==> config.mk <==
export PLATFORM = sky130hd
export DESIGN_NAME = block_field_ctrl
export DESIGN_NICKNAME = d
export VERILOG_FILES = /design/src/rtl/block_field_ctrl.sv
export SDC_FILE = /design/constraint.sdc
export NUM_CORES = 1
export LEC_CHECK = 0
export BUFFER_PORTS_ARGS = -buffer_cell sky130_fd_sc_hd__clkbuf_2
export CAP_MARGIN = 25
export CORE_MARGIN = 2
export CORE_UTILIZATION = 49
export CTS_CLUSTER_SIZE = 16
export DETAILED_ROUTE_END_ITERATION = 16
export HOLD_SLACK_MARGIN = 0.12
export MAX_ROUTING_LAYER = met4
export PLACE_DENSITY_LB_ADDON = 0.2
export SYNTH_ARGS = -nofsm -noshare
export SYNTH_HDL_FRONTEND = slang
export SYNTH_SLANG_ARGS = --single-unit
export TNS_END_PERCENT = 30
==> constraint.sdc <==
create_clock -name CLK_50M -period 4.5 [get_ports CLK_50M]
set_input_delay 0.45 -clock CLK_50M [delete_from_list [all_inputs] [get_ports CLK_50M]]
set_output_delay 0.45 -clock CLK_50M [all_outputs]
set_load 0.1 [all_outputs]
==> src/rtl/block_field_ctrl.sv <==
// -----------------------------------------------------------------------------
// block_field_ctrl
//
// Game-logic producer for the VGA display controller. Owns a 4-column by
// 8-row field of 3-bit block colours, the game state and the score. New
// blocks are dropped at a fixed rate, placed by a 16-bit LFSR. A player
// hit clears the lowest block in the selected column.
//
// Optional feature macro: BLOCK_FIELD_SPEEDUP_EN
//   When defined, the drop period shrinks with the score:
//   period = TICK_DIV >> min(score[7:5], 3).
//
// Parameters:
//   TICK_DIV   CLK_50M cycles per drop step
//   LFSR_SEED  LFSR reset value (0 is replaced by 16'h0001)
//
// Ports:
//   CLK_50M     in   1   system clock
//   RST_N       in   1   asynchronous active-low reset
//   key_start   in   1   start/restart pulse (one cycle)
//   key_hit     in   4   hit pulses, bit i = column i
//   game_state  out  2   00 START, 01 PLAY, 10 OVER
//   score       out  8   blocks cleared, saturating at 255
//   column_0..3 out  24  [23:21] = row 0 (top) ... [2:0] = row 7 (bottom)
// -----------------------------------------------------------------------------
module block_field_ctrl #(
  parameter int          TICK_DIV  = 25_000_000,
  parameter logic [15:0] LFSR_SEED = 16'hACE1
) (
  input  logic        CLK_50M,
  input  logic        RST_N,
  input  logic        key_start,
  input  logic [3:0]  key_hit,
  output logic [1:0]  game_state,
  output logic [7:0]  score,
  output logic [23:0] column_0,
  output logic [23:0] column_1,
  output logic [23:0] column_2,
  output logic [23:0] column_3
);

  typedef enum logic [1:0] {
    ST_START = 2'b00,
    ST_PLAY  = 2'b01,
    ST_OVER  = 2'b10,
    ST_BAD   = 2'b11
  } state_t;

  // Wide enough to hold TICK_DIV itself, which the speed-up period needs.
  localparam int          TW   = $clog2(TICK_DIV + 1);
  localparam logic [15:0] SEED = (LFSR_SEED == 16'h0000) ? 16'h0001 : LFSR_SEED;

  state_t        state_reg, state_next;
  logic [7:0]    score_reg, score_next;
  logic [TW-1:0] tick_reg, tick_next;
  logic [15:0]   lfsr_reg, lfsr_next;
  logic [23:0]   col_reg  [4];
  logic [23:0]   col_next [4];
  logic [23:0]   post_hit [4];
  logic [23:0]   shifted  [4];
  logic [3:0]    miss_vec;
  logic          step;

  // ---------------------------------------------------------------------------
  // Drop-step timing
  // ---------------------------------------------------------------------------
`ifdef BLOCK_FIELD_SPEEDUP_EN
  logic [1:0]    speed_shift;
  logic [TW-1:0] period;

  // A score increase can shorten the period below the current count; the
  // >= compare makes the wrap happen immediately instead of running past it.
  always_comb begin
    speed_shift = score_reg[7] ? 2'd3 : score_reg[6:5];
    period      = TW'(TICK_DIV) >> speed_shift;
    if (period == '0) begin
      period = TW'(1);
    end
    step = (tick_reg >= (period - TW'(1)));
  end
`else
  localparam logic [TW-1:0] TICK_LAST = TW'(TICK_DIV - 1);

  assign step = (tick_reg == TICK_LAST);
`endif

  // ---------------------------------------------------------------------------
  // Hit decode: only a single set bit counts as a hit
  // ---------------------------------------------------------------------------
  logic       hit_valid;
  logic [1:0] hit_idx;

  always_comb begin
    hit_valid = 1'b0;
    hit_idx   = 2'd0;
    case (key_hit)
      4'b0001: begin hit_valid = 1'b1; hit_idx = 2'd0; end
      4'b0010: begin hit_valid = 1'b1; hit_idx = 2'd1; end
      4'b0100: begin hit_valid = 1'b1; hit_idx = 2'd2; end
      4'b1000: begin hit_valid = 1'b1; hit_idx = 2'd3; end
      default: begin hit_valid = 1'b0; hit_idx = 2'd0; end
    endcase
  end

  // Search from the bottom slice [2:0] upward: the first occupied slice is
  // the lowest block in the column.
  logic [23:0] sel_col;
  logic [23:0] hit_mask;
  logic        hit_found;

  always_comb begin
    sel_col   = col_reg[hit_idx];
    hit_mask  = '0;
    hit_found = 1'b0;
    for (int r = 0; r < 8; r++) begin
      if (!hit_found && (sel_col[3*r +: 3] != 3'b000)) begin
        hit_mask  = 24'h000007 << (3 * r);
        hit_found = 1'b1;
      end
    end
  end

  logic hit_apply;
  assign hit_apply = (state_reg == ST_PLAY) && hit_valid && hit_found;

  // ---------------------------------------------------------------------------
  // LFSR and new top row
  // ---------------------------------------------------------------------------
  logic [15:0] lfsr_adv;
  logic [2:0]  drop_colour;

  assign lfsr_adv    = {lfsr_reg[14:0],
                        lfsr_reg[15] ^ lfsr_reg[13] ^ lfsr_reg[12] ^ lfsr_reg[10]};
  // Colour 000 means empty, so a zero draw is promoted to 111.
  assign drop_colour = (lfsr_reg[4:2] == 3'b000) ? 3'b111 : lfsr_reg[4:2];

  // Per-column datapath: hit applied first, then miss check and shift run on
  // the post-hit contents.
  for (genvar gi = 0; gi < 4; gi++) begin : g_col
    assign post_hit[gi] = (hit_apply && (hit_idx == 2'(gi))) ?
                          (col_reg[gi] & ~hit_mask) : col_reg[gi];
    assign shifted[gi]  = {((lfsr_reg[1:0] == 2'(gi)) ? drop_colour : 3'b000),
                           post_hit[gi][23:3]};
    assign miss_vec[gi] = |post_hit[gi][2:0];
  end

  // ---------------------------------------------------------------------------
  // Next-state logic
  // ---------------------------------------------------------------------------
  always_comb begin
    state_next = state_reg;
    score_next = score_reg;
    tick_next  = tick_reg;
    lfsr_next  = lfsr_reg;
    for (int c = 0; c < 4; c++) begin
      col_next[c] = col_reg[c];
    end

    case (state_reg)
      ST_START: begin
        tick_next  = '0;
        score_next = 8'd0;
        for (int c = 0; c < 4; c++) begin
          col_next[c] = '0;
        end
        if (key_start) begin
          state_next = ST_PLAY;
        end
      end

      ST_PLAY: begin
        tick_next = step ? '0 : tick_reg + 1'b1;
        if (step) begin
          lfsr_next = lfsr_adv;
        end
        for (int c = 0; c < 4; c++) begin
          col_next[c] = post_hit[c];
        end
        if (hit_apply && (score_reg != 8'hFF)) begin
          score_next = score_reg + 1'b1;
        end
        // Hitting an empty column ends the game and suppresses the shift.
        if (hit_valid && !hit_found) begin
          state_next = ST_OVER;
        end else if (step) begin
          if (|miss_vec) begin
            state_next = ST_OVER;
          end else begin
            for (int c = 0; c < 4; c++) begin
              col_next[c] = shifted[c];
            end
          end
        end
      end

      ST_OVER: begin
        tick_next = '0;
        if (key_start) begin
          state_next = ST_START;
          score_next = 8'd0;
          for (int c = 0; c < 4; c++) begin
            col_next[c] = '0;
          end
        end
      end

      default: begin
        state_next = ST_START;
        tick_next  = '0;
        score_next = 8'd0;
        for (int c = 0; c < 4; c++) begin
          col_next[c] = '0;
        end
      end
    endcase
  end

  // ---------------------------------------------------------------------------
  // State registers
  // ---------------------------------------------------------------------------
  always_ff @(posedge CLK_50M or negedge RST_N) begin
    if (!RST_N) begin
      state_reg <= ST_START;
      score_reg <= 8'd0;
      tick_reg  <= '0;
      lfsr_reg  <= SEED;
      for (int c = 0; c < 4; c++) begin
        col_reg[c] <= '0;
      end
    end else begin
      state_reg <= state_next;
      score_reg <= score_next;
      tick_reg  <= tick_next;
      lfsr_reg  <= lfsr_next;
      for (int c = 0; c < 4; c++) begin
        col_reg[c] <= col_next[c];
      end
    end
  end

  assign game_state = state_reg;
  assign score      = score_reg;
  assign column_0   = col_reg[0];
  assign column_1   = col_reg[1];
  assign column_2   = col_reg[2];
  assign column_3   = col_reg[3];

endmodule
* Yosys cells after proc, flatten, opt, wreduce, memory -nomap -nowiden
Index checks and enable logic that the tools add are counted. W data, S select, Z words.
Storage, ports and cells: output and inout port bits 106, bits of input ports 7, register bits after elaboration 147
Operators by class: reduce and logical (&&, ||, !) cells 40, muxes and demuxes 46, add/sub/neg operators 2, magnitude comparators 1, bitwise logic cells 9, equal/unequal tests 19
Operators by type and width (number):
- $mux W96 | 4
- $mux W24 | 13
- $pmux W96 S2 | 1
- $and A24 B24 Y24 | 4
- $mux W25 | 2
- $bmux W24 S2 | 1
- $add A25 B1 Y25 const B | 1
- $eq A25 B25 Y1 const B | 1
- $not A24 Y24 | 1
- $reduce_bool A3 Y1 | 8
- $mux W3 | 6
- $mux W8 | 2
- $pmux W8 S2 | 1
- $logic_and A1 B1 Y1 | 15
- $pmux W2 S3 | 2
- $reduce_or A12 Y1 | 1
- $eq A2 B2 Y1 const B | 5
- $mux W2 | 5
- $mux W1 | 9
- $add A8 B1 Y8 const B | 1
- $logic_not A1 Y1 | 8
- $ne A8 B8 Y1 const B | 1
- $eq A2 B1 Y1 const B | 3
- $logic_not A2 Y1 | 3
- 15 further kinds | 19

* Logic depth before layout (Yosys ltp)
Gate-level depths: netlist (run 1).
word-level depth 37, depth in mapped cells 13

* Worst setup path after synthesis (run 1)
OpenSTA, ideal clock, no wires.
kind input -> register, start point input key_hit[2], end point register col_reg, in the netlist column_3[6], library setup time 123 ps, setup slack 1214 ps, data required time 4377 ps, buffers on the path 4, cell stages on the path 11, arrival time 3163 ps, cells stage by stage buf_4 or4b_1 clkbuf_1 o221a_1 or4b_1 buf_2 nor4_4 a211o_1 nor2_1 clkbuf_1 a32o_1
Between the ends: longest elaborated chain between the ends 37, elaborated cells between the ends (all ways) 75, those cells by class 7 x eq/ne; 29 x mux; 6 x bitwise; 33 x reduce/logical
RTL lines:
- from (decl) | RTL line 33 | input logic [3:0] key_hit,
- $eq A4 B4 Y1 (tied with other cells) | RTL line 96 | case (key_hit)
- $pmux W2 S3 | RTL line 96
- $not A2 Y3 (not written as such) | RTL line 112 | sel_col = col_reg[hit_idx];
- $bmux W24 S2 | RTL line 112
- $mux W24 (not written as such) (2 in a row) | RTL line 112
- $reduce_bool A3 Y1 | RTL line 116 | if (!hit_found && (sel_col[3*r +: 3] != 3'b000)) begin
- $mux W1 | RTL line 116
- $logic_not A1 Y1 | RTL line 116
- [20 not listed]
- $not A24 Y24 / $logic_and A1 B1 Y1 (equally long branches) | RTL line 141, 124
- $and A24 B24 Y24 / $logic_and A1 B1 Y1 (equally long branches) | RTL line 141, 140
- $mux W24 | RTL line 140 | assign post_hit[gi] = (hit_apply && (hit_idx == 2'(gi))) ?
- $reduce_or A12 Y1 | RTL line 186 | if (|miss_vec) begin
- $mux W96 | RTL line 186
- $mux W96 | RTL line 185 | end else if (step) begin
- $mux W96 * | RTL line 183 | if (hit_valid && !hit_found) begin
- $pmux W96 S2 * | RTL line 159 | case (state_reg)
- to (signal, indexed assignment) | RTL line 236 | col_reg[c] <= col_next[c];
- to (decl) | RTL line 57 | logic [23:0] col_reg [4];
Every way passes the cells marked *; elsewhere a longest branch is shown, timed or not. The select of a mux whose other input is x is not followed. A chain may end at the register's enable or synchronous reset.

* Final worst setup path (run 1)
start point input key_hit[1], end point register col_reg, in the netlist column_1[8]
The elaborated chain is that of the path after synthesis.

==> run_results.csv, run 1 <==
group,metric,value,unit
synth,ys_warnings,0,
timing,worst-slew-pin-transition,0.953,ns
timing,post-route-period-util,84.7,%
detailed_routing,route.detailed.drc,0,
timing,period_needed,3.81,ns
worst_setup_path,timing.critical_path.mode_cell,"sky130_fd_sc_hd__buf_4",
worst_setup_path,crit_path_max_incr_delay,0.84,ns
timing,rsz0062_at_grt,"false",
worst_setup_path,timing.critical_path.fanout_max,20,
grt,maximum_number_of_pins_on_one_net_before_global_route_repair,116,
final_layout,area_delta_synth_final,20.0,%
die,die_width,126,um
worst_setup_path,critical_path.startpoint_type,"input pin",
clocking,cts_buffer_depth,2,
synth,synth_seq_area_share,50.2,%
clocking,tritoncts_num_sinks,147,
place,place.detailed.hpwl,15300,um
die,ios,113,
synth,netlist-cell-type-count,60,
job,drv.max_cap_violation_count,0,
final_layout,drive_gt1_share,25.8,%
synth,synthDominantCellAreaShare,47.4,%
power,cellPowerDensity,425,nW/um2
grt,gr_busiest_metal,"met2",
synth,synthesis.instances,712,
final_layout,num_antenna_cells,0,
detailed_routing,initialDrtViolationCount,583,
final_layout,finish.instance_area,8810,um2
min_path,hold_path.class,"input pin to flop",
final_layout,layout_common_cells,"sky130_fd_sc_hd__dfrtp_1 (139), sky130_fd_sc_hd__clkbuf_2 (111), sky130_fd_sc_hd__nor2_1 (66)",
worst_setup_path,critPathRequiredTime,4.86,ns
final_layout,final_common_cell,"sky130_fd_sc_hd__dfrtp_1",
worst_setup_path,critical_path_class,"input pin to flop",
detailed_routing,firstDrtPassIters,6,
grt,grt_pass1_vias,6103,
final_layout,nFillCells,1209,
place,gp_congestion,0.907,
worst_setup_path,timing.critical_path.buf_inv,3,
place,preCtsSetupSlack,0.290,ns
detailed_routing,vias_per_cell,6.24,
grt,globalRouteOverflowTotal,0,
die,dieArea,16000,um2
die,initial_core_utilization,50.3,%
timing,drv_slew,0,
timing,fin_worst_skew,0.00842,ns
synth,synth.ff_latch_count,147,
timing,max-slew-margin-rel,36.3,%
grt,initial_antenna_violation_count,0,
synth,netlist_area,7340,um2
status,status,"finished clean",
grt,groute.usage.overall,28.1,%
worst_setup_path,arrival,4.18,ns
synth,synth-edff-count,0,
place,placedInstanceArea,8130,um2
grt,grt_first_pass_wirelength,34300,um
synth,post_synth_main_area_contributors,"sky130_fd_sc_hd__dfrtp_1 (47%), sky130_fd_sc_hd__a22o_1 (6.4%), sky130_fd_sc_hd__o21ai_0 (3.9%)",
timing,clock.fmax,0.262,GHz
clocking,clk_transition_reported_paths,0.06,ns
grt,globalRouteMet2Util,45.4,%
worst_setup_path,critPathSlowestCell,"sky130_fd_sc_hd__nor4b_2",
clocking,cts.root.buffer_cell,"sky130_fd_sc_hd__clkbuf_16",
worst_setup_path,worst_path_dominant_cell_family,"simple AND/OR/NAND/NOR gates",
clocking,cts_tree,"done",
timing,finalHoldViolCount,0,
synth,mappedNetlistNets,721,
clocking,tritoncts.num_buffers,17,
detailed_routing,wl,21500,um
place,port_buffers,112,
synth,ys.flop_type,"sky130_fd_sc_hd__dfrtp_1",
power,power,0.00374,W
grt,grtUsageMet3,5.40,%
timing,finalSetupViolations,0,
die,core-area,14600,um2
worst_setup_path,setup.worst_path.end_class,"flop",
die,fp.dieH,126,um
detailed_routing,post_drt_wl_per_cell,21.0,um
final_layout,final_nets,832,
grt,grtUsageMet1,36.2,%
worst_setup_path,crit_chain,"clkbuf_2, nor4b_2, buf_4, o21ai_0, o2111a_1, nand4_1, nor4_4, buf_4, a211o_1, nor2_1, a32o_1",
synth,asr_flop_ratio_synth,100,%
timing,timing.final.ws_setup,0.688,ns
synth,synthesis.area_per_instance,10.3,um2
detailed_routing,number_of_nets_with_antenna_violations_after_detailed_routing,0,
power,irDropWorstVdd,0.265,mV
detailed_routing,route.vias.total,6365,
clocking,clock_latency,0.43,ns
timing,fin_tns_setup,0,ns
clocking,htree_levels,4,
final_layout,flip_flop_count_of_the_largest_register_after_layout,25,
die,rows,44,
power,power_leakage,4.09,nW
synth,yosysTopAreaCell,"sky130_fd_sc_hd__dfrtp_1",
## power by group
group	switching [W]	internal, W	total (W)
clock network	0.000563	0.000984	0.00155
registers	0.0000243	0.00134	0.00137
logic	0.000588	0.000243	0.000832
## worst register-to-register path: cells and delay by family (launching register included)
kind,cells,cell delay [ns]
flip-flops,1,0.38
AO/OA/AOI/OAI,3,0.68
buffers and inverters,2,0.50
AND/OR/NAND/NOR,5,1.60
## final timing paths
check | cells after the start | end | slack, ns | start
setup reg to reg | 10 | column_0[13]$_DFFE_PN0P_ | 1.25 | column_1[1]$_DFFE_PN0P_
hold / removal | 2 | game_state[0]$_DFFE_PN0P_ | 0.29 | key_start
hold reg to reg | 1 | tick_reg[0]$_DFF_PN0_ | 0.49 | tick_reg[0]$_DFF_PN0_
min in group asynchronous | 2 | column_1[1]$_DFFE_PN0P_ | 0.53 | RST_N
setup / recovery | 11 | column_1[8]$_DFFE_PN0P_ | 0.69 | key_hit[1]
max in group asynchronous | 3 | lfsr_reg[15]$_DFFE_PN1P_ | 3.13 | RST_N
## Yosys cell counts, types with 8 or more instances
| cell | count |
|---|---|
| sky130_fd_sc_hd__clkbuf_1 | 25 |
| sky130_fd_sc_hd__nor2_1 | 66 |
| sky130_fd_sc_hd__a21oi_1 | 13 |
| sky130_fd_sc_hd__buf_2 | 10 |
| sky130_fd_sc_hd__nand3_1 | 31 |
| sky130_fd_sc_hd__and3_1 | 13 |
| sky130_fd_sc_hd__a32o_1 | 12 |
| sky130_fd_sc_hd__a22o_1 | 54 |
| sky130_fd_sc_hd__xnor2_1 | 13 |
| sky130_fd_sc_hd__o21ai_0 | 57 |
| sky130_fd_sc_hd__nand2_1 | 39 |
| sky130_fd_sc_hd__o22ai_1 | 12 |
| sky130_fd_sc_hd__mux2_2 | 15 |
| sky130_fd_sc_hd__nor3b_1 | 15 |
| sky130_fd_sc_hd__a31o_2 | 12 |
| sky130_fd_sc_hd__inv_1 | 24 |
| sky130_fd_sc_hd__xor2_1 | 16 |
| sky130_fd_sc_hd__nand4_1 | 14 |
| sky130_fd_sc_hd__nor3_1 | 10 |
| sky130_fd_sc_hd__dfrtp_1 | 139 |
| sky130_fd_sc_hd__dfstp_2 | 8 |
## layout make-up
cell class / count / area (um2) / share of cell area [%]
well taps: 184 / 230 / 2.61
clock buffers: 19 / 433 / 4.91
inverters: 24 / 90.1 / 1.02
multi-input cells: 503 / 3430 / 39.0
repair buffers: 130 / 724 / 8.22
flip-flops and latches: 147 / 3690 / 41.9
clock inverters: 13 / 208 / 2.36
## cell families after synthesis
group	Yosys count	share of synthesized area (%)
AO/OA/AOI/OAI	218	22.6
flip-flops	147	50.2
XOR/XNOR	29	3.46
AND/OR/NAND/NOR	234	17.0
adder cells (fa/ha/maj)	2	0.341
buffers and inverters	62	3.39
multiplexers	20	2.98
## per-layer routing
metal  vias up  routed length (um)
met2       255               10800
met3        24                1250
met5         -                   0
met1      3184                9070
li1       2902                   -
met4         0                 302
## stage by stage
step,hold slack [ns],util (%),cells
2_1_floorplan,0.154,-,712
3_3_place_gp,0.471,55.7,986
3_5_place_dp,0.481,55.7,986
4_1_cts,0.229,60.1,1018
5_1_grt,0.293,60.4,1020
6_report,0.289,60.4,1020
## what timing repair did
item | CTS | global route
setup buffers | 0 | 0
resized for setup | 0 | 0
hold endpoints to repair | 0 | 47
hold buffers | 0 | 1
Power figures use the tool's default switching activity.
==> inputs of run 2 (changes only) <==
==> constraint.sdc (replaced) <==
create_clock -name CLK_50M -period 3.4 [get_ports CLK_50M]
set_input_delay 0.34 -clock CLK_50M [delete_from_list [all_inputs] [get_ports CLK_50M]]
set_output_delay 0.34 -clock CLK_50M [all_outputs]
set_load 0.1 [all_outputs]
==> run 2 against run 1 <==
Compared with the run above: via count grew 4.2%; sequential power grew 32%; largest power group unchanged; combinational power grew 37%; hold slack lost 0.10 ns; clock power grew 29%; clock skew shrank 0.00079 ns.
==> run_results.csv, run 2 (synthesis results as in run 1) <==
group,metric,value,unit
place,gp_congestion,0.990,
grt,maximum_number_of_pins_on_one_net_before_global_route_repair,92,
place,placedInstanceArea,8450,um2
die,dieArea,16000,um2
timing,drv_slew,0,
detailed_routing,number_of_nets_with_antenna_violations_after_detailed_routing,0,
clocking,postCtsSetupRepairBufs,0,
final_layout,multiInputGateArea,3430,um2
timing,worst-slew-pin-transition,0.835,ns
clocking,cts_buffer_depth,2,
job,drv.max_cap_violation_count,0,
grt,groute.usage.overall,28.5,%
grt,grt_pass1_vias,6418,
timing,finalHoldViolCount,0,
power,power.share.combinational,23.0,%
final_layout,layout_common_cells,"sky130_fd_sc_hd__dfrtp_1 (139), sky130_fd_sc_hd__clkbuf_2 (111), sky130_fd_sc_hd__nor2_1 (66)",
final_layout,drive_gt1_share,29.0,%
min_path,hold-path-endpoint,"game_state[0]$_DFFE_PN0P_",
place,port_buffers,112,
final_layout,flip_flop_count_of_the_largest_register_after_layout,25,
worst_setup_path,crit_path_max_incr_delay,0.65,ns
worst_setup_path,reg2reg_depth,7,
power,cellPowerDensity,544,nW/um2
detailed_routing,route.detailed.drc,0,
power,cell_internal_pwr,0.00338,W
die,fp.dieH,126,um
final_layout,final_common_cell,"sky130_fd_sc_hd__dfrtp_1",
place,place.detailed.hpwl,15800,um
final_layout,area_delta_synth_final,23.8,%
timing,clock.fmax,0.322,GHz
timing,finalSetupViolations,0,
min_path,hold_path_depth,2,
timing,fin_worst_skew,0.00762,ns
worst_setup_path,arrival,3.41,ns
final_layout,nFillCells,1176,
min_path,worst_hold_startpoint,"key_start",
timing,max-slew-margin-rel,44.3,%
die,die_width,126,um
die,core-area,14600,um2
worst_setup_path,crit_chain,"or3_1, a222oi_1, o221ai_1, a211oi_4, buf_12, o21ai_0, a32o_1",
detailed_routing,initialDrtViolationCount,720,
clocking,clock_latency,0.42,ns
die,ios,113,
power,irDropWorstVdd,0.352,mV
clocking,cts.root.buffer_cell,"sky130_fd_sc_hd__clkbuf_16",
grt,grt_first_pass_wirelength,35000,um
worst_setup_path,critical_path_class,"flop to flop",
worst_setup_path,r2r_setup_slack,0.30,ns
detailed_routing,wl,21800,um
timing,period_needed,3.10,ns
power,sequentialPowerShare,36.6,%
clocking,clk_transition_reported_paths,0.06,ns
die,rows,44,
worst_setup_path,critPathRequiredTime,3.70,ns
final_layout,finish.instance_area,9090,um2
clocking,tritoncts_num_sinks,147,
power,power,0.00495,W
detailed_routing,vias_per_cell,6.29,
worst_setup_path,critPathSlowestCell,"sky130_fd_sc_hd__a211oi_4",
detailed_routing,firstDrtPassIters,5,
clocking,htree_levels,4,
timing,post-route-period-util,91.2,%
final_layout,sequential_cell_area,3690,um2
power,power_leakage,4.26,nW
final_layout,postLayoutCoreUtil,62.3,%
timing,holdWs,0.188,ns
power,switching_share,31.6,%
power,net-switching-power,0.00156,W
worst_setup_path,critical_path.startpoint_type,"flop",
status,status,"finished clean",
min_path,hold_path.class,"input pin to flop",
grt,globalRouteOverflowTotal,0,
clocking,tritoncts.num_buffers,17,
worst_setup_path,critical_path.reg2reg.startpoint,"column_2[0]$_DFFE_PN0P_",
detailed_routing,post_drt_wl_per_cell,20.7,um
timing,rsz0062_at_grt,"false",
clocking,cts_tree,"done",
grt,initial_antenna_violation_count,0,
final_layout,final_nets,867,
worst_setup_path,setup.worst_path.end_class,"flop",
final_layout,num_antenna_cells,0,
worst_setup_path,worstReg2RegEnd,"column_2[7]$_DFFE_PN0P_",
worst_setup_path,timing.critical_path.fanout_max,21,
detailed_routing,route.vias.total,6634,
die,initial_core_utilization,50.3,%
power,p_clk_share,40.4,%
==> run 2: changes by cell type in the layout (fill, tap and decap cells not counted), sizes merged <==
cell	before	now
buf	18	53
clkinvlp	1	4
bufinv	5	4
inv	25	26
clkinv	6	2
==> run 2: worst max-delay path by stage <==
stage	cells past startpoint	slack [ns]	end	from
floorplan	10	0.15	column_3[6]$_DFFE_PN0P_	column_1[1]$_DFFE_PN0P_
global placement	9	-0.01	column_1[20]$_DFFE_PN0P_	key_hit[0]
detailed placement	11	-0.05	column_0[23]$_DFFE_PN0P_	key_hit[0]
CTS	9	0.33	column_2[18]$_DFFE_PN0P_	column_1[1]$_DFFE_PN0P_
global route	6	0.08	column_2[7]$_DFFE_PN0P_	column_2[0]$_DFFE_PN0P_
finish	7	0.30	column_2[7]$_DFFE_PN0P_	column_2[0]$_DFFE_PN0P_
==> run 2: what timing repair did <==
action	in CTS	in global routing
endpoints found under the setup margin	0	0
hold buffers	1	0
gates resized for setup	0	0
hold endpoints to repair	82	0
==> run 2: power groups by stage <==
stage	clock (W)	combinational, W	sequential [W]
final	0.00200	0.00114	0.00181
after global routing	0.00210	0.00123	0.00181
after CTS	0.00202	0.00111	0.00181
after detailed placement	0	0.00111	0.00184
after global placement	0	0.00107	0.00184
after floorplan	0	0.000718	0.00193
==> run 2: per-stage QoR <==
stage | setup TNS (ns) | std cells | setup WS (ns)
CTS | 0 | 1054 | 0.334
floorplan | 0 | 712 | 0.145
global route | 0 | 1054 | 0.0789
detailed placement | -1.04 | 1022 | -0.0531
global placement | -0.0755 | 1022 | -0.0122
finish | 0 | 1054 | 0.299
==> run 2: area by class of cell <==
| class | count | share of cell area [%] |
|---|---|---|
| Sequential cell | 147 | 40.6 |
| Multi-Input combinational cell | 503 | 37.8 |
| Timing Repair Buffer | 165 | 11.2 |
| Clock buffer | 19 | 4.98 |
| Tap cell | 184 | 2.53 |
| Clock inverter | 12 | 1.95 |
| Inverter | 24 | 0.991 |
==> run 2: worst max-delay path: cells and delay by family, from the launching register on <==
kind	cells	cell delay [ns]
compound gates	5	1.90
simple gates	1	0.42
flops	1	0.41
buf+inv	1	0.24
==> run 2: routing by layer <==
metal  GRT usage [%]  routed length (um)  part of all wire, %
met1            36.0                8870                   41
met2            46.1               11000                   51
met3            5.10                1280                  5.9
met4            11.1                 629                  2.9
met5               -                   0                    0
